`src/rtl/alu_cmd_sequencer.sv`:
```
// rtl/alu_cmd_sequencer.sv - command FIFO and issue sequencer for the 8-bit multi-cycle ALU
//
// Purpose: queues ALU requests, issues them one at a time while holding the
// operands stable, and returns each result through a valid/ready response register.
// A NOP is answered locally without starting the ALU. A watchdog turns a missing
// alu_done into an error response.
//
// Ports:
//   clk, reset                       clock; synchronous active-high reset
//   cmd_valid/cmd_ready              command handshake (ready = FIFO not full)
//   cmd_a, cmd_b, cmd_op             operands and opcode of the offered command
//   rsp_valid/rsp_ready              response handshake
//   rsp_result, rsp_op, rsp_err      captured result, its opcode, watchdog flag
//   alu_start, alu_a, alu_b, alu_op  ALU request (start is a one-cycle pulse)
//   alu_result, alu_done             ALU completion (combinational, one cycle)
//   busy                             FIFO non-empty or a command in flight

module alu_cmd_sequencer #(
   parameter int DEPTH   = 4,
   parameter int TIMEOUT = 15
) (
   input  logic        clk,
   input  logic        reset,
   input  logic        cmd_valid,
   output logic        cmd_ready,
   input  logic [7:0]  cmd_a,
   input  logic [7:0]  cmd_b,
   input  logic [2:0]  cmd_op,
   output logic        rsp_valid,
   input  logic        rsp_ready,
   output logic [15:0] rsp_result,
   output logic [2:0]  rsp_op,
   output logic        rsp_err,
   output logic        alu_start,
   output logic [7:0]  alu_a,
   output logic [7:0]  alu_b,
   output logic [2:0]  alu_op,
   input  logic [15:0] alu_result,
   input  logic        alu_done,
   output logic        busy
);

   localparam int PW = $clog2(DEPTH);
   localparam int CW = $clog2(DEPTH + 1);
   localparam int WW = $clog2(TIMEOUT + 1);

   typedef enum logic [1:0] {
      S_IDLE  = 2'd0,
      S_ISSUE = 2'd1,
      S_WAIT  = 2'd2,
      S_RESP  = 2'd3
   } state_t;

   state_t state, state_nx;

   logic [7:0]    fifo_a  [DEPTH];
   logic [7:0]    fifo_b  [DEPTH];
   logic [2:0]    fifo_op [DEPTH];
   logic [PW-1:0] wr_ptr, rd_ptr;
   logic [CW-1:0] count;
   logic [WW-1:0] wdog;
   logic          push, pop, head_nop, wdog_expired;

   assign cmd_ready    = (count != CW'(DEPTH));
   assign push         = cmd_valid && cmd_ready;
   // Pops only happen in IDLE, so a response sitting in RESP blocks the queue.
   assign pop          = (state == S_IDLE) && (count != '0);
   assign head_nop     = (fifo_op[rd_ptr] == 3'b000);
   assign wdog_expired = (wdog == WW'(TIMEOUT));

   always_ff @(posedge clk) begin
      if (reset) begin
         state <= S_IDLE;
      end else begin
         state <= state_nx;
      end
   end

   always_comb begin
      state_nx  = state;
      alu_start = 1'b0;
      rsp_valid = 1'b0;
      busy      = (count != '0) || (state != S_IDLE);
      case (state)
         S_IDLE: begin
            // The ALU never raises done for op 000, so a NOP skips straight to RESP.
            if (pop) begin
               state_nx = head_nop ? S_RESP : S_ISSUE;
            end
         end
         S_ISSUE: begin
            alu_start = 1'b1;
            state_nx  = S_WAIT;
         end
         S_WAIT: begin
            if (alu_done || wdog_expired) begin
               state_nx = S_RESP;
            end
         end
         S_RESP: begin
            rsp_valid = 1'b1;
            if (rsp_ready) begin
               state_nx = S_IDLE;
            end
         end
         default: state_nx = S_IDLE;
      endcase
   end

   // FIFO storage carries no reset; emptiness is tracked by count alone.
   always_ff @(posedge clk) begin
      if (push) begin
         fifo_a[wr_ptr]  <= cmd_a;
         fifo_b[wr_ptr]  <= cmd_b;
         fifo_op[wr_ptr] <= cmd_op;
      end
   end

   always_ff @(posedge clk) begin
      if (reset) begin
         wr_ptr     <= '0;
         rd_ptr     <= '0;
         count      <= '0;
         wdog       <= '0;
         alu_a      <= '0;
         alu_b      <= '0;
         alu_op     <= '0;
         rsp_result <= '0;
         rsp_op     <= '0;
         rsp_err    <= 1'b0;
      end else begin
         if (push) begin
            wr_ptr <= wr_ptr + PW'(1);
         end
         // Operands change only here; the ALU works from these live values
         // from ISSUE through RESP.
         if (pop) begin
            rd_ptr     <= rd_ptr + PW'(1);
            alu_a      <= fifo_a[rd_ptr];
            alu_b      <= fifo_b[rd_ptr];
            alu_op     <= fifo_op[rd_ptr];
            rsp_op     <= fifo_op[rd_ptr];
            rsp_result <= '0;
            rsp_err    <= 1'b0;
         end
         case ({push, pop})
            2'b10:   count <= count + CW'(1);
            2'b01:   count <= count - CW'(1);
            default: count <= count;
         endcase
         if (state == S_ISSUE) begin
            wdog <= '0;
         end else if (state == S_WAIT) begin
            wdog <= wdog + WW'(1);
            // done wins over an expiring watchdog in the same cycle
            if (alu_done) begin
               rsp_result <= alu_result;
               rsp_err    <= 1'b0;
            end else if (wdog_expired) begin
               rsp_result <= '0;
               rsp_err    <= 1'b1;
            end
         end
      end
   end

endmodule

```
`config.mk`:
```
export PLATFORM = sky130hd
export DESIGN_NAME = alu_cmd_sequencer
export DESIGN_NICKNAME = d
export VERILOG_FILES = /design/src/rtl/alu_cmd_sequencer.sv
export SDC_FILE = /design/constraint.sdc
export NUM_CORES = 1
export LEC_CHECK = 0
export BUFFER_PORTS_ARGS = -buffer_cell sky130_fd_sc_hd__buf_2
export CAP_MARGIN = 20
export CORE_MARGIN = 2
export CORE_UTILIZATION = 62
export CTS_BUF_LIST = sky130_fd_sc_hd__clkbuf_8
export CTS_CLUSTER_SIZE = 25
export DETAILED_ROUTE_END_ITERATION = 16
export GPL_ROUTABILITY_DRIVEN = 0
export PLACE_DENSITY = 0.87
export SETUP_SLACK_MARGIN = 0.5
export SYNTH_ARGS = -nofsm -noshare
export SYNTH_HDL_FRONTEND = slang
export SYNTH_SLANG_ARGS = --single-unit
```
`constraint.sdc`:
```
create_clock -name clk -period 4.6 [get_ports clk]
set_input_delay 0.46 -clock clk [delete_from_list [all_inputs] [get_ports clk]]
set_output_delay 0.46 -clock clk [all_outputs]
set_load 0.1 [all_outputs]
```
# Word level (Yosys, flattened, before mapping)
# Memories as Yosys holds them, arrays and structs flattened. A register that Yosys moved wholly into a read port is not among the register bits.
# Index checks and enable logic that the tools add are counted.
dict set report op_classes {
  addsub 5
  n_eq_ne 10
  muxes 22
  reduce_logical 11
}
# cell n
set ops {}
lappend ops {{$mux W16} 5}
lappend ops {{$mux W2} 6}
lappend ops {{$mux W1} 9}
lappend ops {{$pmux W2 S4} 1}
lappend ops {{$eq A2 B2 Y1 const B} 3}
lappend ops {{$ne A2 B2 Y1 const B} 3}
lappend ops {{$pmux W3 S2} 1}
lappend ops {{$add A2 B1 Y2 const B} 2}
lappend ops {{$add A4 B1 Y4 const B} 1}
lappend ops {{$eq A2 B1 Y1 const B} 2}
lappend ops {{$eq A4 B4 Y1 const B} 1}
lappend ops {{$reduce_bool A2 Y1} 2}
lappend ops {{$add A3 B1 Y3 const B} 1}
lappend ops {{$logic_not A3 Y1} 1}
lappend ops {{$ne A3 B3 Y1 const B} 1}
lappend ops {{$reduce_and A3 Y1} 1}
lappend ops {{$reduce_bool A3 Y1} 1}
lappend ops {{$sub A3 B1 Y3 const B} 1}
lappend ops {{$logic_and A1 B1 Y1} 2}
lappend ops {{$logic_not A2 Y1} 1}
lappend ops {{$logic_or A1 B1 Y1} 2}
lappend ops {{$reduce_or A2 Y1} 1}
dict set report word_totals {
  ff_bits 33
  mem_bits_rw 76
  in_bits 40
  word_cells 59
  n_memories 3
}
# memory words word_bits read_ports rd_clocked_by_memory_dff wr line
set mem_list {}
lappend mem_list {fifo_a 4 8 1 1 1 56} ;# logic [7:0] fifo_a [DEPTH];
lappend mem_list {fifo_b 4 8 1 1 1 57} ;# logic [7:0] fifo_b [DEPTH];
lappend mem_list {fifo_op 4 3 1 1 1 58} ;# logic [2:0] fifo_op [DEPTH];

# Longest topological paths before layout
# Gate-level depths: netlist of the first run.
dict set report depth {
  depth_word 7
  mapped_depth 11
}

# Worst setup path before layout of the first run
# OpenSTA, ideal clock, no wires.
dict set report synth_timing {
  kind {flip-flop to flip-flop}
  start {reg count[0]}
  end {reg count[2]}
  t_arrival_ns 2.763
  slack_ns 1.766
  stages_incl_launch_ff 10
  period_less_slack_ns 2.834
  cell_sequence {dfxtp_1 or3b_2 clkbuf_1 nand2_1 ha_1 inv_1 fa_1 xor2_1 or3_1 a21oi_1}
}
dict set report synth_via {
  elab_chain_cells 4
}
# item line
set synth_lines {}
lappend synth_lines {{start: declaration} 60} ;# logic [CW-1:0] count;
lappend synth_lines {{start signal: assignment} 147} ;# 2'b10: count <= count + CW'(1);
lappend synth_lines {{start signal: assignment} 148} ;# 2'b01: count <= count - CW'(1);
lappend synth_lines {{start signal: assignment} 149} ;# default: count <= count;
lappend synth_lines {{$ne A3 B3 Y1 *} 64} ;# assign cmd_ready = (count != CW'(DEPTH));
lappend synth_lines {{via cmd_ready} 25} ;# output logic cmd_ready,
lappend synth_lines {{$logic_and A1 B1 Y1 *} 65} ;# assign push = cmd_valid && cmd_ready;
lappend synth_lines {{$eq A2 B1 Y1 / $eq A2 B2 Y1 (equally long branches)} 146} ;# case ({push, pop})
lappend synth_lines {{$pmux W3 S2 / $reduce_bool A2 Y1 (equally long branches)} -}
# The timed path passes the listed nets; every way through them passes the cells marked *.
# A chain may end at the register's enable or synchronous reset.

# Final worst setup path of the first run
dict set report layout_timing {
  start {reg state[0]}
  end {reg count[2]}
}
dict set report layout_via {
  elab_chain_cells 4
}
# item line
set layout_lines {}
lappend layout_lines {{start: declaration} 54} ;# state_t state, state_nx;
lappend layout_lines {{start signal: assignment} 75} ;# state <= state_nx;
lappend layout_lines {{$logic_not A2 Y1 *} 67} ;# assign pop = (state == S_IDLE) && (count != '0);
lappend layout_lines {{$logic_and A1 B1 Y1 *} 67}
lappend layout_lines {{$eq A2 B1 Y1 / $eq A2 B2 Y1 (equally long branches)} 146}
lappend layout_lines {{$pmux W3 S2 / $reduce_bool A2 Y1 (equally long branches)} -}
# Every way passes the cells marked *; elsewhere a longest branch is shown, timed or not.

==> metrics.md, run 1 <==
| Metric | Value |
|---|---|
| Status | complete, no violations |
| Comb power frac | around two fifths |
| Post-DP HPWL | 5810 um |
| Iter 0 DRT Violations | approximately 150 |
| Yosys warnings | 0 |
| Final WL | 9080 um |
| Synth Cell Area | 4910 sq um |
| Crit end category | flip-flop |
| Post-CTS Setup Bufs | 0 |
| Cells after DPL | 512 |
| CP Cell Sequence | inv_1 > ha_1 > o31ai_4 > buf_4 > inv_1 > ha_1 > inv_1 > fa_1 > xor2_1 > or3_1 > a21oi_1 |
| End point of the critical path | count[2] |
| CTS tree | yes |
| Final Skew | 0.00750 ns |
| R2R Setup Slk | 1.45 ns |
| IO Pins | 83 |
| CTS H-tree lvls | 4 |
| Post-synth EDFFs | 76 |
| Clk_lat worst skew | between 0.4 and 0.5 ns |
| Share of layout cells above drive strength 1 | approximately 29% |
| DR vias/cell | 5.75 |
| Layout area overhead | 17.0% |
| Core box area | 7690 sq um |
| DR pass1 iterations | 4 |
| Bufs and invs on worst path | 4 |
| Post-synthesis register bit count | 127 |
| Syn_area_per_cell | 13.9 sq um |
| Final Max Tran Viols | 0 |
| Overall routing resource usage | 22.9% |
| R2R Path Start | state[0] |
| Vias | ~3100 |
| Setup violations, final | 0 |
| Switching Fraction | 43.2% |
| Starting Density | 63.9% |
| First-pass GRT wire length | 15000 um |
| Post-Layout Cell Count | roughly 540 |
| IO buf count | 82 |
| Switching power | between 1500 and 2000 uW |
| CTS buffer count | 17 |
| Worst path most repeated cell | inv_1 |
| Synth top cells by count | edfxtp_1 (76), nand2_1 (56), dfxtp_1 (51), a21oi_1 (40), clkbuf_1 (20) |
| RSZ-0062 raised after global routing | no |
| Netlist cell types | 38 |
| Die width | just over 90 um |
| Grt total ovfl | 0 |
| Power Internal | 2310 uW |
| Drc violations | 0 |
| FMAX | 317 MHz |
| Max-cap violations | 0 |
| WP data arrival | 3.49 ns |
| Min cycle time layout | 3.15 ns |
| Worst Setup SP | state[0] |
| Fin. Hold Viols | 0 |
| Clock sinks | around 130 |
| Top-area cell type share of the netlist area | between 40% and 50% |
| Clk buf depth | 2 |
| Post-cts sizing count | 0 |
| Crit-path max FO | 39 |
| Measured slew at the worst slew-check pin | 1.01 ns |
| Register share of total power | 37.2% |
| R2R depth | 11 |
| Synth area leaders | edfxtp_1 (46%), dfxtp_1 (21%), mux4_2 (7.3%), nand2_1 (4.3%), a21oi_1 (4.1%) |
| Count leader, synth | edfxtp_1 |
| Hold buffer count at CTS | 0 |
| WP depth | 11 |
| Main synth FF type | edfxtp_1 |
| Critical path class | flip-flop to flip-flop |
| CP Launch Type | flip-flop |
| Inserted Diodes | 0 |
| CTS clk-pin slew, worst paths | roughly 0.070 ns |
| HP Start | cmd_a[1] |
| Synth area leader | edfxtp_1 |
| Nets | 480 |
| Fin crit share | between 60% and 70% |
| Initial antenna violation count | 0 |
| Mapped Cells | 354 |
| Drt wl/cell | 16.7 um |
| Crit path max-delay cell type | inv_1 |
| Setup TNS | 0 ns |
| Layout filler cell count | a little under 500 |
| Clock Tree Root | clkbuf_8 |
| Async SR Flop Fraction | 0% |
| Max IR drop VDD | about 400 uV |
| Number of global-route vias before repair | 3136 |
| Largest net degree at the start of global routing | 51 |
| Sequential-to-total area share from yosys stat | 67.3% |
| Max stage delay on crit path | 0.57 ns |
| Worst path top cell family by delay | buffers and inverters |
| Reg2reg end | count[2] |
| Syn nets | about 400 |
| Hold Path Class | primary input to flip-flop |
| Req. time, crit path | 4.94 ns |
| Leakage | between 0.002 and 0.0025 uW |
| Max_slew headroom | 32.5% |
| ANT nets after route | 0 |
| # rows | 32 |
| Pwr/cell area | 707 nW/um^2 |
| Die Y | 93 um |
| Die area | 8650 sq um |
| Clock Power Share | a little under a quarter |
==> power groups by stage <==
stage                     clock, uW  sequential (uW)  combinational [uW]
after floorplan                   0             2020                 854
after global placement            0             1520                1590
after detailed placement          0             1540                1620
after CTS                       941             1510                1630
after global routing            998             1530                1720
final                           929             1510                1620
==> stage by stage <==
stage	hold WS (ns)	instance area (sq um)	setup slack, ns	utilization (%)	total power, uW
after detailed placement	0.448	5360	1.51	69.7	3160
after floorplan	0.480	4910	1.77	-	2870
after CTS	0.234	5740	1.44	74.7	4090
after global placement	0.442	5360	1.65	69.7	3110
after global routing	0.235	5740	1.24	74.7	4250
final	0.256	5740	1.45	74.7	4060
==> metal layers <==
metal / up-vias / GRT usage (%) / wire length (um)
met5: - / 0 / 0
met4: 0 / 7.72 / 79
met3: 8 / 6.53 / 694
met2: 125 / 38.9 / 4770
met1: 1518 / 28.5 / 3540
li1: 1472 / - / -
==> final cells by class <==
class,instances,area [sq um],share of cell area (%)
clock buffer,17,234,4.07
clock inverter,14,153,2.66
inverter,10,37.5,0.653
multi-input combinational,189,1460,25.5
sequential,127,3300,57.5
tap,102,128,2.22
timing repair buffer,84,425,7.41
==> how the worst min path moves through the flow <==
stage,end,cells past startpoint
floorplan,count[2],2
global placement,alu_b[2],2
detailed placement,alu_a[4],2
CTS,fifo_a[2][1],1
global route,fifo_a[2][1],1
finish,fifo_a[2][1],1
==> registers in the layout (all words and copies together) (netlist names), named ones only <==
register    count
rsp_result     16
rd_ptr          2
fifo_a         32
alu_op          3
alu_a           8
rsp_err         1
wr_ptr          2
count           3
wdog            4
alu_b           8
fifo_b         32
state           2
fifo_op        12
==> cell families after synthesis <==
kind of cell             share of synthesized area (%)
AND/OR/NAND/NOR                                   7.90
AO/OA/AOI/OAI                                     8.46
flip-flops                                        67.3
adder cells (fa/ha/maj)                           2.96
multiplexers                                      9.15
XOR/XNOR                                          1.07
buffers and inverters                             3.21
==> cells in the final DEF (no fill, tap or decap), drive strengths merged, types with 10 or more instances in the layout <==
cell     instances
buf             84
edfxtp          76
nand2           56
dfxtp           51
a21oi           40
mux4            19
clkbuf          17
o2111ai         16
inv             12
ha              10
Note: power is estimated with default switching activity, not from simulation.
==> run 2, diff against run 1 <==
- CORE_UTILIZATION: 62 -> 52
- PLACE_DENSITY: 0.87 -> 0.78
- clock period: 4.6 -> 2.9 ns (I/O delays scaled with it)
==> run 2 against run 1 <==
Effect of this change:
- sequential cell count unchanged
- clock-buffer cell count unchanged
- utilization fell by 11 points
- critical endpoint unchanged
- largest cell class unchanged
- largest power group unchanged
==> metrics.md, run 2 (same netlist as run 1, synthesis figures left out) <==
| Metric | Value |
|---|---|
| Number of global-route vias before repair | 2985 (was 3136) |
| Starting Density | 53.4% (was 63.9%) |
| FMAX | 447 MHz (was 317 MHz) |
| CTS H-tree lvls | 4 (unchanged) |
| Fin crit share | 77.1% (was 68.5%) |
| Cells after DPL | 524 (was 512) |
| IO buf count | 82 (unchanged) |
| Drc violations | 0 (unchanged) |
| IO Pins | 83 (unchanged) |
| Nets | 483 (was 480) |
| DR pass1 iterations | 4 (unchanged) |
| Final Max Tran Viols | 0 (unchanged) |
| Status | complete, no violations (unchanged) |
| Critical path class | flip-flop to flip-flop (unchanged) |
| Clk_lat worst skew | 0.41 ns (was 0.42 ns) |
| Met1 Resource Use GR | 24.8% (was 28.5%) |
| Most frequent cells in the layout | buf_2 (82), edfxtp_1 (76), nand2_1 (56) (unchanged) |
| Design Power | 6680 uW (was 4060 uW) |
| Clock sinks | 127 (unchanged) |
| CTS clk-pin slew, worst paths | 0.08 ns (was 0.07 ns) |
| GRT busiest layer | met2 (unchanged) |
| Reg2reg end | count[2] (unchanged) |
| Final WL | 9410 um (was 9080 um) |
| M2 GR Usage | 32.6% (was 38.9%) |
| Share of layout cells above drive strength 1 | 31.5% (was 29.5%) |
| Crit-path max FO | 10 (was 39) |
| Grt total ovfl | 0 (unchanged) |
| Leakage | 0.00218 uW (was 0.00214 uW) |
| Finished Cell Area | 5840 sq um (was 5740 sq um) |
| End point of the critical path | count[2] (unchanged) |
| Layout area overhead | 19.0% (was 17.0%) |
| Max_slew headroom | 25.5% (was 32.5%) |
| DR vias/cell | 5.63 (was 5.75) |
| Measured slew at the worst slew-check pin | 1.12 ns (was 1.01 ns) |
| R2R Setup Slk | 0.66 ns (was 1.45 ns) |
| Crit path max-delay cell type | or3b_4 (was inv_1) |
| WP data arrival | 2.56 ns (was 3.49 ns) |
| M3 GR Usage | 6.28% (was 6.53%) |
| Pwr/cell area | 1140 nW/um^2 (was 707 nW/um^2) |
| Inserted Diodes | 0 (unchanged) |
| HP Start | cmd_a[5] (was cmd_a[1]) |
| ANT nets after route | 0 (unchanged) |
| RSZ-0062 raised after global routing | no (unchanged) |
| Hold buffer count at CTS | 0 (unchanged) |
| First-pass GRT wire length | 15100 um (was 15000 um) |
| Worst Setup SP | count[1] (was state[0]) |
| Core box area | 9200 sq um (was 7690 sq um) |
| CP Launch Type | flip-flop (unchanged) |
| Setup TNS | 0 ns (unchanged) |
| Fin. Hold Viols | 0 (unchanged) |
| Placed cell area | 5390 sq um (was 5360 sq um) |
| Post-Layout Cell Count | 556 (was 543) |
| Die width | 101 um (was 93 um) |
| Max-cap violations | 0 (unchanged) |
| Iter 0 DRT Violations | 204 (was 148) |
| Die Y | 101 um (was 93 um) |
| Commonest non-fill, non-tap cell in the layout | buf_2 (unchanged) |
| Crit end category | flip-flop (unchanged) |
| CP Cell Sequence | or3b_4 > nand2_1 > ha_1 > inv_1 > fa_1 > xor2_1 > or3_1 > a21oi_1 (was inv_1 > ha_1 > o31ai_4 > buf_4 > inv_1 > ha_1 > inv_1 > fa_1 > xor2_1 > or3_1 > a21oi_1) |
| Setup violations, final | 0 (unchanged) |
| # rows | 35 (was 32) |
| Final Skew | 0.00801 ns (was 0.00750 ns) |
| Drt wl/cell | 16.9 um (was 16.7 um) |
| Post-DP HPWL | 5910 um (was 5810 um) |
| Overall routing resource usage | 19.7% (was 22.9%) |
| Max IR drop VDD | 669 uV (was 400 uV) |
| Max stage delay on crit path | 0.46 ns (was 0.57 ns) |
| Vias | 3130 (was 3123) |
| Initial antenna violation count | 0 (unchanged) |
| Clock Tree Root | clkbuf_8 (unchanged) |
| Clk buf depth | 2 (unchanged) |
| Largest net degree at the start of global routing | 51 (unchanged) |
| CTS tree | yes (unchanged) |
| Largest regs | fifo_a: 32 flops, fifo_b: 32 flops, rsp_result: 16 flops (unchanged) |
| CTS buffer count | 17 (unchanged) |
| R2R depth | 8 (was 11) |
| Hold Path Class | primary input to flip-flop (unchanged) |
| Req. time, crit path | 3.23 ns (was 4.94 ns) |
| Min cycle time layout | 2.24 ns (was 3.15 ns) |
| Die area | 10200 sq um (was 8650 sq um) |
| R2R Path Start | count[1] (was state[0]) |
[run 2: power breakdown]
group,switching (uW),internal (uW)
Clock,701,950
Combinational,1990,656
Sequential,169,2210
Total,2860,3820
[run 2: worst min path at each step]
stage | depth (start not counted) | end
after detailed placement | 2 | alu_b[7]
final | 1 | fifo_a[3][5]
after global placement | 2 | alu_a[7]
after CTS | 1 | fifo_a[0][5]
after global routing | 1 | fifo_a[2][5]
after floorplan | 0 | fifo_a[0][0]
[run 2: through the flow]
stage | setup slack (ns) | hold WS, ns | util, %
2_1_floorplan | 0.552 | 0.389 | -
3_5_place_dp | 0.467 | 0.446 | 58.6
5_1_grt | 0.500 | 0.0583 | 63.5
4_1_cts | 0.449 | 0.0540 | 63.4
3_3_place_gp | 0.604 | 0.443 | 58.6
6_report | 0.664 | 0.0829 | 63.5
[run 2: final cells by class]
| type | count | area, sq um |
|---|---|---|
| multi-input cells | 189 | 1470 |
| well taps | 111 | 139 |
| fillers | 685 | 3350 |
| clock inverters | 15 | 206 |
| flip-flops and latches | 127 | 3310 |
| inverters | 10 | 37.5 |
| repair buffers | 87 | 448 |
| clock buffers | 17 | 234 |
[run 2: critical path, delay by kind of cell, from the launching register on]
kind | cells | cell delay (ns)
xor+xnor | 1 | 0.16
flops | 1 | 0.38
simple gates | 3 | 0.87
buf+inv | 1 | 0.06
fa+ha+maj | 2 | 0.54
compound gates | 1 | 0.15
[run 2: routing by layer]
metal / part of all wire (%) / vias up
li1: - / 1487
met1: 42 / 1528
met2: 51 / 106
met3: 5.4 / 9
met4: 1.1 / 0
met5: 0 / -
[run 2: timing repair]
| item | CTS | global route |
|---|---|---|
| gates resized for setup | 1 | 3 |
| buffers inserted | 0 | 0 |
| setup endpoints to repair | 2 | 2 |
